**config.mk**
```make
export PLATFORM = sky130hd
export DESIGN_NAME = fetch_stage_flat
export DESIGN_NICKNAME = d
export VERILOG_FILES = /design/src/rtl/fetch_stage_if.sv /design/src/rtl/fetch_stage.sv /design/src/flat_wrapper.sv
export SDC_FILE = /design/constraint.sdc
export NUM_CORES = 1
export LEC_CHECK = 0
export ABC_AREA = 1
export CAP_MARGIN = 5
export CORE_ASPECT_RATIO = 0.7
export CORE_MARGIN = 5
export CORE_UTILIZATION = 39
export DETAILED_ROUTE_END_ITERATION = 8
export PLACE_DENSITY = 0.89
export SYNTH_ARGS = -nofsm -noshare
export SYNTH_HDL_FRONTEND = slang
export SYNTH_SLANG_ARGS = --single-unit
```
**constraint.sdc**
```tcl
create_clock -name clk -period 1.55 [get_ports clk]
set_input_delay 0.31 -clock clk [delete_from_list [all_inputs] [get_ports clk]]
set_output_delay 0.31 -clock clk [all_outputs]
set_load 0.01 [all_outputs]
```
**src/rtl/fetch_stage_if.sv**
```systemverilog
// Fetch-stage bus bundle: decode-side control (stall/flush/branch redirect),
// the instruction SRAM port, and the IF/ID register outputs to decode.
//   master : the fetch stage (drives SRAM request and decode outputs)
//   slave  : the surrounding core / SRAM / decode side
interface fetch_stage_if;
   logic        stall;
   logic        flush;
   logic [31:0] newpc;
   logic        branch_d;
   logic        branch_taken;
   logic [31:0] branch_target;

   logic        inst_sram_en;
   logic [3:0]  inst_sram_wen;
   logic [31:0] inst_sram_addr;
   logic [31:0] inst_sram_wdata;
   logic [31:0] inst_sram_rdata;

   logic [31:0] pc_d;
   logic [31:0] instr_d;
   logic        valid_d;
   logic        adel_d;
   logic        in_delayslot_d;

   modport master (
      input  stall, flush, newpc, branch_d, branch_taken, branch_target,
      input  inst_sram_rdata,
      output inst_sram_en, inst_sram_wen, inst_sram_addr, inst_sram_wdata,
      output pc_d, instr_d, valid_d, adel_d, in_delayslot_d
   );

   modport slave (
      output stall, flush, newpc, branch_d, branch_taken, branch_target,
      output inst_sram_rdata,
      input  inst_sram_en, inst_sram_wen, inst_sram_addr, inst_sram_wdata,
      input  pc_d, instr_d, valid_d, adel_d, in_delayslot_d
   );
endinterface

```
**src/rtl/fetch_stage.sv**
```systemverilog
// Instruction-fetch stage and IF/ID pipeline register.
// Drives pc_f onto a 1-cycle-latency instruction SRAM and presents
// {pc_d, instr_d, valid_d, adel_d, in_delayslot_d} to decode.
// Ports:
//   clk     : clock, all state on rising edge
//   resetn  : synchronous reset, active-low
//   bus     : fetch_stage_if.master (control in, SRAM port, decode outputs)
// Edge priority: reset > flush > stall > branch_taken > sequential pc_f+4.
// A one-entry skid buffer holds the decode instruction during a stall,
// because the SRAM keeps reading pc_f and its output moves on to the next word.
module fetch_stage #(
   parameter logic [31:0] RESET_PC = 32'hBFC0_0000
) (
   input  logic         clk,
   input  logic         resetn,
   fetch_stage_if.master bus
);

   logic [31:0] pc_f_q,      pc_f_d;
   logic [31:0] dec_pc_q,    dec_pc_d;
   logic        dec_valid_q, dec_valid_d;
   logic        dec_adel_q,  dec_adel_d;
   logic        dec_ds_q,    dec_ds_d;
   logic        buf_valid_q, buf_valid_d;
   logic [31:0] buf_instr_q, buf_instr_d;

   logic        pc_f_misaligned;
   logic [31:0] pc_f_seq;

   assign pc_f_misaligned = (pc_f_q[1:0] != 2'b00);
   assign pc_f_seq        = pc_f_q + 32'd4;

   always_comb begin
      pc_f_d      = pc_f_q;
      dec_pc_d    = dec_pc_q;
      dec_valid_d = dec_valid_q;
      dec_adel_d  = dec_adel_q;
      dec_ds_d    = dec_ds_q;
      buf_valid_d = buf_valid_q;
      buf_instr_d = buf_instr_q;

      if (bus.flush) begin
         // Squash decode; pc_d is left as-is since valid_d=0 masks it.
         pc_f_d      = bus.newpc;
         dec_valid_d = 1'b0;
         dec_adel_d  = 1'b0;
         dec_ds_d    = 1'b0;
         buf_valid_d = 1'b0;
      end else if (bus.stall) begin
         // Only the first stall edge sees the SRAM word for pc_d; after that
         // the SRAM output is the word for pc_f, which must not overwrite it.
         // A taken branch here is dropped: decode re-asserts it on release.
         if (!buf_valid_q) begin
            buf_instr_d = bus.inst_sram_rdata;
            buf_valid_d = 1'b1;
         end
      end else begin
         // The slot at pc_f is latched before the branch redirect takes effect.
         dec_pc_d    = pc_f_q;
         dec_valid_d = 1'b1;
         dec_adel_d  = pc_f_misaligned;
         dec_ds_d    = bus.branch_d & dec_valid_q;
         buf_valid_d = 1'b0;
         pc_f_d      = bus.branch_taken ? bus.branch_target : pc_f_seq;
      end
   end

   always_ff @(posedge clk) begin
      if (!resetn) begin
         pc_f_q      <= RESET_PC;
         dec_pc_q    <= 32'h0;
         dec_valid_q <= 1'b0;
         dec_adel_q  <= 1'b0;
         dec_ds_q    <= 1'b0;
         buf_valid_q <= 1'b0;
         buf_instr_q <= 32'h0;
      end else begin
         pc_f_q      <= pc_f_d;
         dec_pc_q    <= dec_pc_d;
         dec_valid_q <= dec_valid_d;
         dec_adel_q  <= dec_adel_d;
         dec_ds_q    <= dec_ds_d;
         buf_valid_q <= buf_valid_d;
         buf_instr_q <= buf_instr_d;
      end
   end

   // A misaligned PC is never presented to the SRAM as a real read.
   assign bus.inst_sram_en    = resetn & ~pc_f_misaligned;
   assign bus.inst_sram_wen   = 4'b0000;
   assign bus.inst_sram_addr  = pc_f_q;
   assign bus.inst_sram_wdata = 32'h0;

   assign bus.pc_d           = dec_pc_q;
   assign bus.valid_d        = dec_valid_q;
   assign bus.adel_d         = dec_adel_q;
   assign bus.in_delayslot_d = dec_ds_q;
   assign bus.instr_d        = (!dec_valid_q || dec_adel_q) ? 32'h0 :
                               (buf_valid_q ? buf_instr_q : bus.inst_sram_rdata);

endmodule
```
**src/flat_wrapper.sv**
```systemverilog
// flat-port wrapper written by rule: the top's interface ports become plain ports
module fetch_stage_flat 
#(
   parameter logic [31:0] RESET_PC = 32'hBFC0_0000
)
  (clk, resetn, bus_stall, bus_flush, bus_newpc, bus_branch_d, bus_branch_taken, bus_branch_target, bus_inst_sram_rdata, bus_inst_sram_en, bus_inst_sram_wen, bus_inst_sram_addr, bus_inst_sram_wdata, bus_pc_d, bus_instr_d, bus_valid_d, bus_adel_d, bus_in_delayslot_d);
  fetch_stage_if bus_i ();
  input  logic clk;
  input  logic resetn;
  input wire logic [$bits(bus_i.stall)-1:0] bus_stall;
  input wire logic [$bits(bus_i.flush)-1:0] bus_flush;
  input wire logic [$bits(bus_i.newpc)-1:0] bus_newpc;
  input wire logic [$bits(bus_i.branch_d)-1:0] bus_branch_d;
  input wire logic [$bits(bus_i.branch_taken)-1:0] bus_branch_taken;
  input wire logic [$bits(bus_i.branch_target)-1:0] bus_branch_target;
  input wire logic [$bits(bus_i.inst_sram_rdata)-1:0] bus_inst_sram_rdata;
  output wire logic [$bits(bus_i.inst_sram_en)-1:0] bus_inst_sram_en;
  output wire logic [$bits(bus_i.inst_sram_wen)-1:0] bus_inst_sram_wen;
  output wire logic [$bits(bus_i.inst_sram_addr)-1:0] bus_inst_sram_addr;
  output wire logic [$bits(bus_i.inst_sram_wdata)-1:0] bus_inst_sram_wdata;
  output wire logic [$bits(bus_i.pc_d)-1:0] bus_pc_d;
  output wire logic [$bits(bus_i.instr_d)-1:0] bus_instr_d;
  output wire logic [$bits(bus_i.valid_d)-1:0] bus_valid_d;
  output wire logic [$bits(bus_i.adel_d)-1:0] bus_adel_d;
  output wire logic [$bits(bus_i.in_delayslot_d)-1:0] bus_in_delayslot_d;
  assign bus_i.stall = bus_stall;
  assign bus_i.flush = bus_flush;
  assign bus_i.newpc = bus_newpc;
  assign bus_i.branch_d = bus_branch_d;
  assign bus_i.branch_taken = bus_branch_taken;
  assign bus_i.branch_target = bus_branch_target;
  assign bus_i.inst_sram_rdata = bus_inst_sram_rdata;
  assign bus_inst_sram_en = bus_i.inst_sram_en;
  assign bus_inst_sram_wen = bus_i.inst_sram_wen;
  assign bus_inst_sram_addr = bus_i.inst_sram_addr;
  assign bus_inst_sram_wdata = bus_i.inst_sram_wdata;
  assign bus_pc_d = bus_i.pc_d;
  assign bus_instr_d = bus_i.instr_d;
  assign bus_valid_d = bus_i.valid_d;
  assign bus_adel_d = bus_i.adel_d;
  assign bus_in_delayslot_d = bus_i.in_delayslot_d;
  fetch_stage #(.RESET_PC(RESET_PC)) u_core (.clk(clk), .resetn(resetn), .bus(bus_i));
endmodule
```
==> impl_metrics.ini, run 1 <==
[floorplan]
pin_count = 238
dieWidth_um = 151
rows = 36
fp.dieArea_mm2 = 0.0165
die_y_um = 109
core_area_mm2 = 0.0138
initial_core_util_pct = 39.5

[worst_hold_path]
min_path_cells = 2
hp-start = u_core.bus.in_delayslot_d$_SDFFE_PP0N_
hold_end = u_core.bus.in_delayslot_d$_SDFFE_PP0N_
worstHoldPathType = reg -> reg

[logic_synthesis]
synthCells = 788
syn-cell-area_mm2 = 0.00545
avgSynthCellArea_um2 = 6.91
synth_seq_cells = 100
synth.area.top_cells = dfxtp_1 (37%), o21ai_0 (9.2%), nor2_1 (8.8%), nand2_1 (8.4%), a21oi_1 (7.2%)
synth_top_area_share_pct = 36.8
seq_area_frac_synth_pct = 36.8
synth_cell_types = 30
yosys_warnings = 0
synth_top_cell_by_area = dfxtp_1

[power_and_ir_drop]
power_density_mw_per_mm2 = 758
p_total_w = 0.00681
leakagePower_nw = 4.01
vdd_drop_max_mv = 0.697

[timing]
finalHoldViolations = 0
slew_headroom_pct = 60.5
period_share_pct = 122
finalSetupTns_ps = -6310
setup-violations-final = 34
tightest_slew_ps = 593
slew_violations = 0
fmax_ghz = 0.530
fin_skew_ps = 11.7
post-route-min-period_ps = 1890
rsz0062_at_grt = true
worst_slack_ps = -335

[worst_setup_path]
r2r_start = u_core.bus.inst_sram_addr[3]$_SDFFE_PN0N_
crit_arrival_ps = 1580
critPathMaxStageDelay_ps = 340
r2r_slack_ps = -10
crit_fanout = 7
criticalPathCategory = reg -> out
worstSetupStartpointType = flop
rr_worst_depth = 10
cp_slowest_cell = dfxtp_2
endpoint_kind = primary output
critPathRequiredTime_ps = 1240
path_cells = inv_2, or2_4, clkbuf_16, nor2_1, buf_2
r2r-end = u_core.bus.inst_sram_addr[12]$_SDFFE_PN0N_

[drt]
wl_per_cell_um = 17.6
drc = 0
postRouteAntennaNets = 0
vias_per_cell = 5.23
drt-initial-drc-count = 546
num_vias = 6432
dr.pass1.iters = 6
routed_wl_um = 21700

[clock_tree]
cts_buffers = 9
cts_htree_levels = 3
cts.sinks = 100
cts_buffer_depth = 2
worstSkewPairLatency_ps = 350
cts_hold_buf = 0
cts_tree = done
cts-root-buf = clkbuf_16
clkTransAtPathRegs_ps = 70

[finish]
final_net_count = 1138
fillers = 1159
drive_above_1_share_pct = 24.7
post-route-util_pct = 65.2
final_cell_area_mm2 = 0.00899
antenna_cells = 0
syn2layout_area_growth_pct = 65.1

[global_routing]
grtUsageTotal_pct = 23.4
grt_start_max_net_pins = 66
grt_pass1_wl_um = 30600
grt_pass1_vias = 5988
overflow = 0
antenna_found_initial = 1

[status]
violations = negative setup slack
status = finished with violations

[flow_run]
cap_violations = 0

[placement]
dp_hpwl_um = 14800
place_area_mm2 = 0.00793
port_buffers = 201
gp_congestion = 0.957
==> registers in the layout, summed over array words and instances (netlist names) <==
register,count
u_core.bus.pc_d,32
u_core.bus.inst_sram_addr,32
u_core.bus.in_delayslot_d,1
u_core.bus.adel_d,1
u_core.buf_instr_q,32
u_core.buf_valid_q,1
u_core.bus.valid_d,1
==> synth_stat cells <==
cell      count
a211oi_1      1
a21oi_1      78
a221oi_1      9
a31oi_1       7
a41oi_1       2
buf_2        10
buf_4        41
clkbuf_1     31
clkinv_1      2
conb_1        1
dfxtp_1     100
ha_1          1
inv_1        46
inv_2         4
mux2i_1      32
nand2_1     122
nand2_2       5
nand2_4       2
nand3_1      34
nand4_1       5
nor2_1      128
nor2_2        5
nor2_4        4
nor2_8        1
nor3_1        2
o211ai_1      3
o21ai_0     100
o21ai_1       7
or2_2         1
xor2_1        4
==> metal layers <==
layer	part of all wire (%)	GRT usage, %	vias to the layer above
met1	43	32.7	3017
met2	45	35.5	315
met5	0.032	0	-
met3	8.9	6.36	54
met4	2.7	6.27	2
li1	-	-	3044
==> through the flow <==
step           hold slack [ps]  std cells  setup WS [ps]
3_3_place_gp               442       1196           -274
4_1_cts                    469       1214           -210
5_1_grt                    490       1230           -373
3_5_place_dp               462       1196           -335
6_report                   468       1230           -335
2_1_floorplan              398        823           4.67
==> worst max-delay path by stage <==
stage,cells past startpoint,from,to
2_1_floorplan,10,u_core.bus.inst_sram_addr[3]$_SDFFE_PN0N_,u_core.bus.inst_sram_addr[24]$_SDFFE_PN1N_
6_report,5,u_core.bus.valid_d$_SDFFE_PP0N_,bus_instr_d[12]
5_1_grt,5,u_core.bus.valid_d$_SDFFE_PP0N_,bus_instr_d[12]
3_3_place_gp,6,bus_stall,u_core.bus.inst_sram_addr[22]$_SDFFE_PN1N_
3_5_place_dp,6,bus_stall,u_core.bus.inst_sram_addr[25]$_SDFFE_PN1N_
4_1_cts,5,u_core.bus.valid_d$_SDFFE_PP0N_,bus_instr_d[6]
==> power breakdown <==
part           internal [W]  switching, W
combinational      0.000824      0.000839
sequential          0.00275      0.000163
clock               0.00116       0.00108
total               0.00473       0.00208
==> area by class of cell <==
cell class	instances	area, um2	share of cell area (%)
multi-input cells	589	3470	38.6
repair buffers	283	2770	30.8
flip-flops and latches	100	2030	22.6
clock buffers	11	243	2.70
well taps	190	238	2.64
inverters	52	199	2.21
clock inverters	5	42.5	0.473
==> logic make-up after synthesis <==
logic type	Yosys count	synth area share (%)
buffers and inverters	134	12.3
adder cells (fa/ha/maj)	1	0.230
other	1	0.0689
XOR/XNOR	4	0.643
flip-flops	100	36.8
AO/OA/AOI/OAI	207	20.1
multiplexers	32	5.88
AND/OR/NAND/NOR	309	24.0
==> worst max-delay path, delay by kind of cell (launching register included) <==
family,cells,cell delay [ps]
buffers and inverters,3,420
flip-flops,1,340
AND/OR/NAND/NOR,2,460
==> repair_timing <==
item                                    CTS  global route
gates resized for setup                 207           180
gates cloned                              1             4
endpoints found under the setup margin   92            87
setup buffers                             1            12
pin swaps                                 3            39
==> cell usage in the layout, fill, tap and decap left out, types with 9 or more instances in the layout <==
| cell | n |
|---|---|
| mux2i_4 | 14 |
| dlymetal6s2s_1 | 12 |
| inv_1 | 42 |
| buf_4 | 62 |
| nor2_2 | 10 |
| a21oi_1 | 75 |
| a221oi_1 | 9 |
| buf_2 | 13 |
| mux2i_2 | 11 |
| nand2_1 | 114 |
| dfxtp_1 | 78 |
| nand3_1 | 30 |
| dlygate4sd2_1 | 54 |
| conb_1 | 36 |
| clkbuf_16 | 13 |
| nor2_4 | 34 |
| clkdlybuf4s50_1 | 100 |
| o21ai_0 | 95 |
| o21ai_1 | 11 |
| nor2_1 | 93 |
| dfxtp_2 | 21 |
| buf_6 | 27 |
Note: power is estimated with default switching activity, not from simulation.
==> run 2: changes to the inputs <==
- CTS_CLUSTER_DIAMETER: not set -> 40
- HOLD_SLACK_MARGIN: not set -> 0.03
==> results of run 2 <==
Same layout as run 1: the final DEF is identical, and so are final timing and power.
==> run 3: changes to the inputs <==
- SKIP_LAST_GASP: not set -> 1
==> impl_metrics.ini, run 3 (synthesized netlist as in run 1, its figures left out) <==
[status]
status = finished with violations
violations = negative setup slack

[worst_setup_path]
crit_arrival_ps = 1480
critPathRequiredTime_ps = 1240
rr_worst_depth = 10
r2r_slack_ps = -60
endpoint_kind = primary output
criticalPathCategory = reg -> out
cp_slowest_cell = dfxtp_2
crit_fanout = 7
worstSetupStartpointType = flop
path_cells = inv_2, or2_4, clkbuf_16, nor2_1, buf_2
r2r-end = u_core.bus.inst_sram_addr[12]$_SDFFE_PN0N_
r2r_start = u_core.bus.inst_sram_addr[3]$_SDFFE_PN0N_
critPathMaxStageDelay_ps = 340

[timing]
post-route-min-period_ps = 1790
slew_headroom_pct = 60.3
worst_hold_slack_ps = 464
rsz0062_at_grt = true
slew_violations = 0
period_share_pct = 115
worst_slack_ps = -240
fmax_ghz = 0.559
fin_skew_ps = 12.3
finalHoldViolations = 0
setup-violations-final = 34
tightest_slew_ps = 595
finalSetupTns_ps = -6340

[floorplan]
dieWidth_um = 151
initial_core_util_pct = 39.5
core_area_mm2 = 0.0138
rows = 36
fp.dieArea_mm2 = 0.0165
pin_count = 238
die_y_um = 109

[power_and_ir_drop]
leakagePower_nw = 4.01
power_density_mw_per_mm2 = 759
vdd_drop_max_mv = 0.697

[worst_hold_path]
worstHoldPathType = reg -> reg
hp-start = u_core.bus.in_delayslot_d$_SDFFE_PP0N_
min_path_cells = 2
hold_end = u_core.bus.in_delayslot_d$_SDFFE_PP0N_

[finish]
regArea_mm2 = 0.00203
final_common_cell = nand2_1
final_cell_mix = nand2_1 (114), clkdlybuf4s50_1 (100), o21ai_0 (97)
final_net_count = 1138
fillers = 1168
drive_above_1_share_pct = 24.5
final_cell_area_mm2 = 0.00897
syn2layout_area_growth_pct = 64.8
multi_input_area_mm2 = 0.00346
antenna_cells = 0

[drt]
num_vias = 6467
postRouteAntennaNets = 0
drt-initial-drc-count = 476
top_layer = met5
met1_length_um = 9470
dr.pass1.iters = 5
drc = 0
vias_per_cell = 5.26
wl_per_cell_um = 17.6
routed-wl-met3_um = 1900
routed_wl_um = 21700
wl_met2_um = 9790

[clock_tree]
clkTransAtPathRegs_ps = 80
cts.sinks = 100
cts-root-buf = clkbuf_16
cts_buffers = 9
cts_tree = done
worstSkewPairLatency_ps = 350
cts_hold_buf = 0
cts_htree_levels = 3
cts_buffer_depth = 2

[global_routing]
grtUsageTotal_pct = 23.4
grt_start_max_net_pins = 66
antenna_found_initial = 1
grt_pass1_wl_um = 30600
overflow = 0
grt_pass1_vias = 5988

[placement]
dp_hpwl_um = 14800
preCtsSetupSlack_ps = -335
place_area_mm2 = 0.00793
gp_congestion = 0.957
port_buffers = 201

[flow_run]
cap_violations = 0
run 3: worst max-delay path, delay by kind of cell, from the launching register on:
family	cells	cell delay, ps
buf+inv	3	370
flops	1	340
simple gates	2	420
run 3: worst max path at each step:
| stage | endpoint | cells past startpoint | from |
|---|---|---|---|
| 6_report | bus_instr_d[18] | 5 | u_core.bus.valid_d$_SDFFE_PP0N_ |
| 5_1_grt | bus_instr_d[11] | 5 | u_core.bus.valid_d$_SDFFE_PP0N_ |
| 4_1_cts | bus_instr_d[6] | 5 | u_core.bus.valid_d$_SDFFE_PP0N_ |
| 3_5_place_dp | u_core.bus.inst_sram_addr[25]$_SDFFE_PN1N_ | 6 | bus_stall |
| 3_3_place_gp | u_core.bus.inst_sram_addr[22]$_SDFFE_PN1N_ | 6 | bus_stall |
| 2_1_floorplan | u_core.bus.inst_sram_addr[24]$_SDFFE_PN1N_ | 10 | u_core.bus.inst_sram_addr[3]$_SDFFE_PN0N_ |
run 3: what timing repair did:
item / CTS / global route
buffers inserted: 1 / 12
resized for setup: 207 / 172
setup endpoints to repair: 92 / 87
gates cloned: 1 / 4
pin swaps: 3 / 37
run 3: layer usage:
metal  GRT usage, %  vias up
met5              0        -
met4           6.27        2
met3           6.36       48
met2           35.5      336
met1           32.7     3039
li1               -     3042
run 3: metrics by stage:
stage	total power, W	utilization, %	instances
2_1_floorplan	0.00363	-	823
3_3_place_gp	0.00442	57.6	1196
3_5_place_dp	0.00444	57.6	1196
4_1_cts	0.00658	58.5	1214
5_1_grt	0.00710	65.1	1230
6_report	0.00681	65.1	1230
run 3: cell type report:
class	instances	share of cell area [%]
Tap cell	190	2.65
Inverter	52	2.22
Clock buffer	11	2.71
Sequential cell	100	22.6
Multi-Input combinational cell	589	38.6
Timing Repair Buffer	283	30.7
Clock inverter	5	0.474
run 3: where the power goes:
| part | switching, W | total [W] | internal, W |
|---|---|---|---|
| clock | 0.00108 | 0.00224 | 0.00116 |
| sequential | 0.000162 | 0.00291 | 0.00275 |
| combinational | 0.000840 | 0.00166 | 0.000822 |
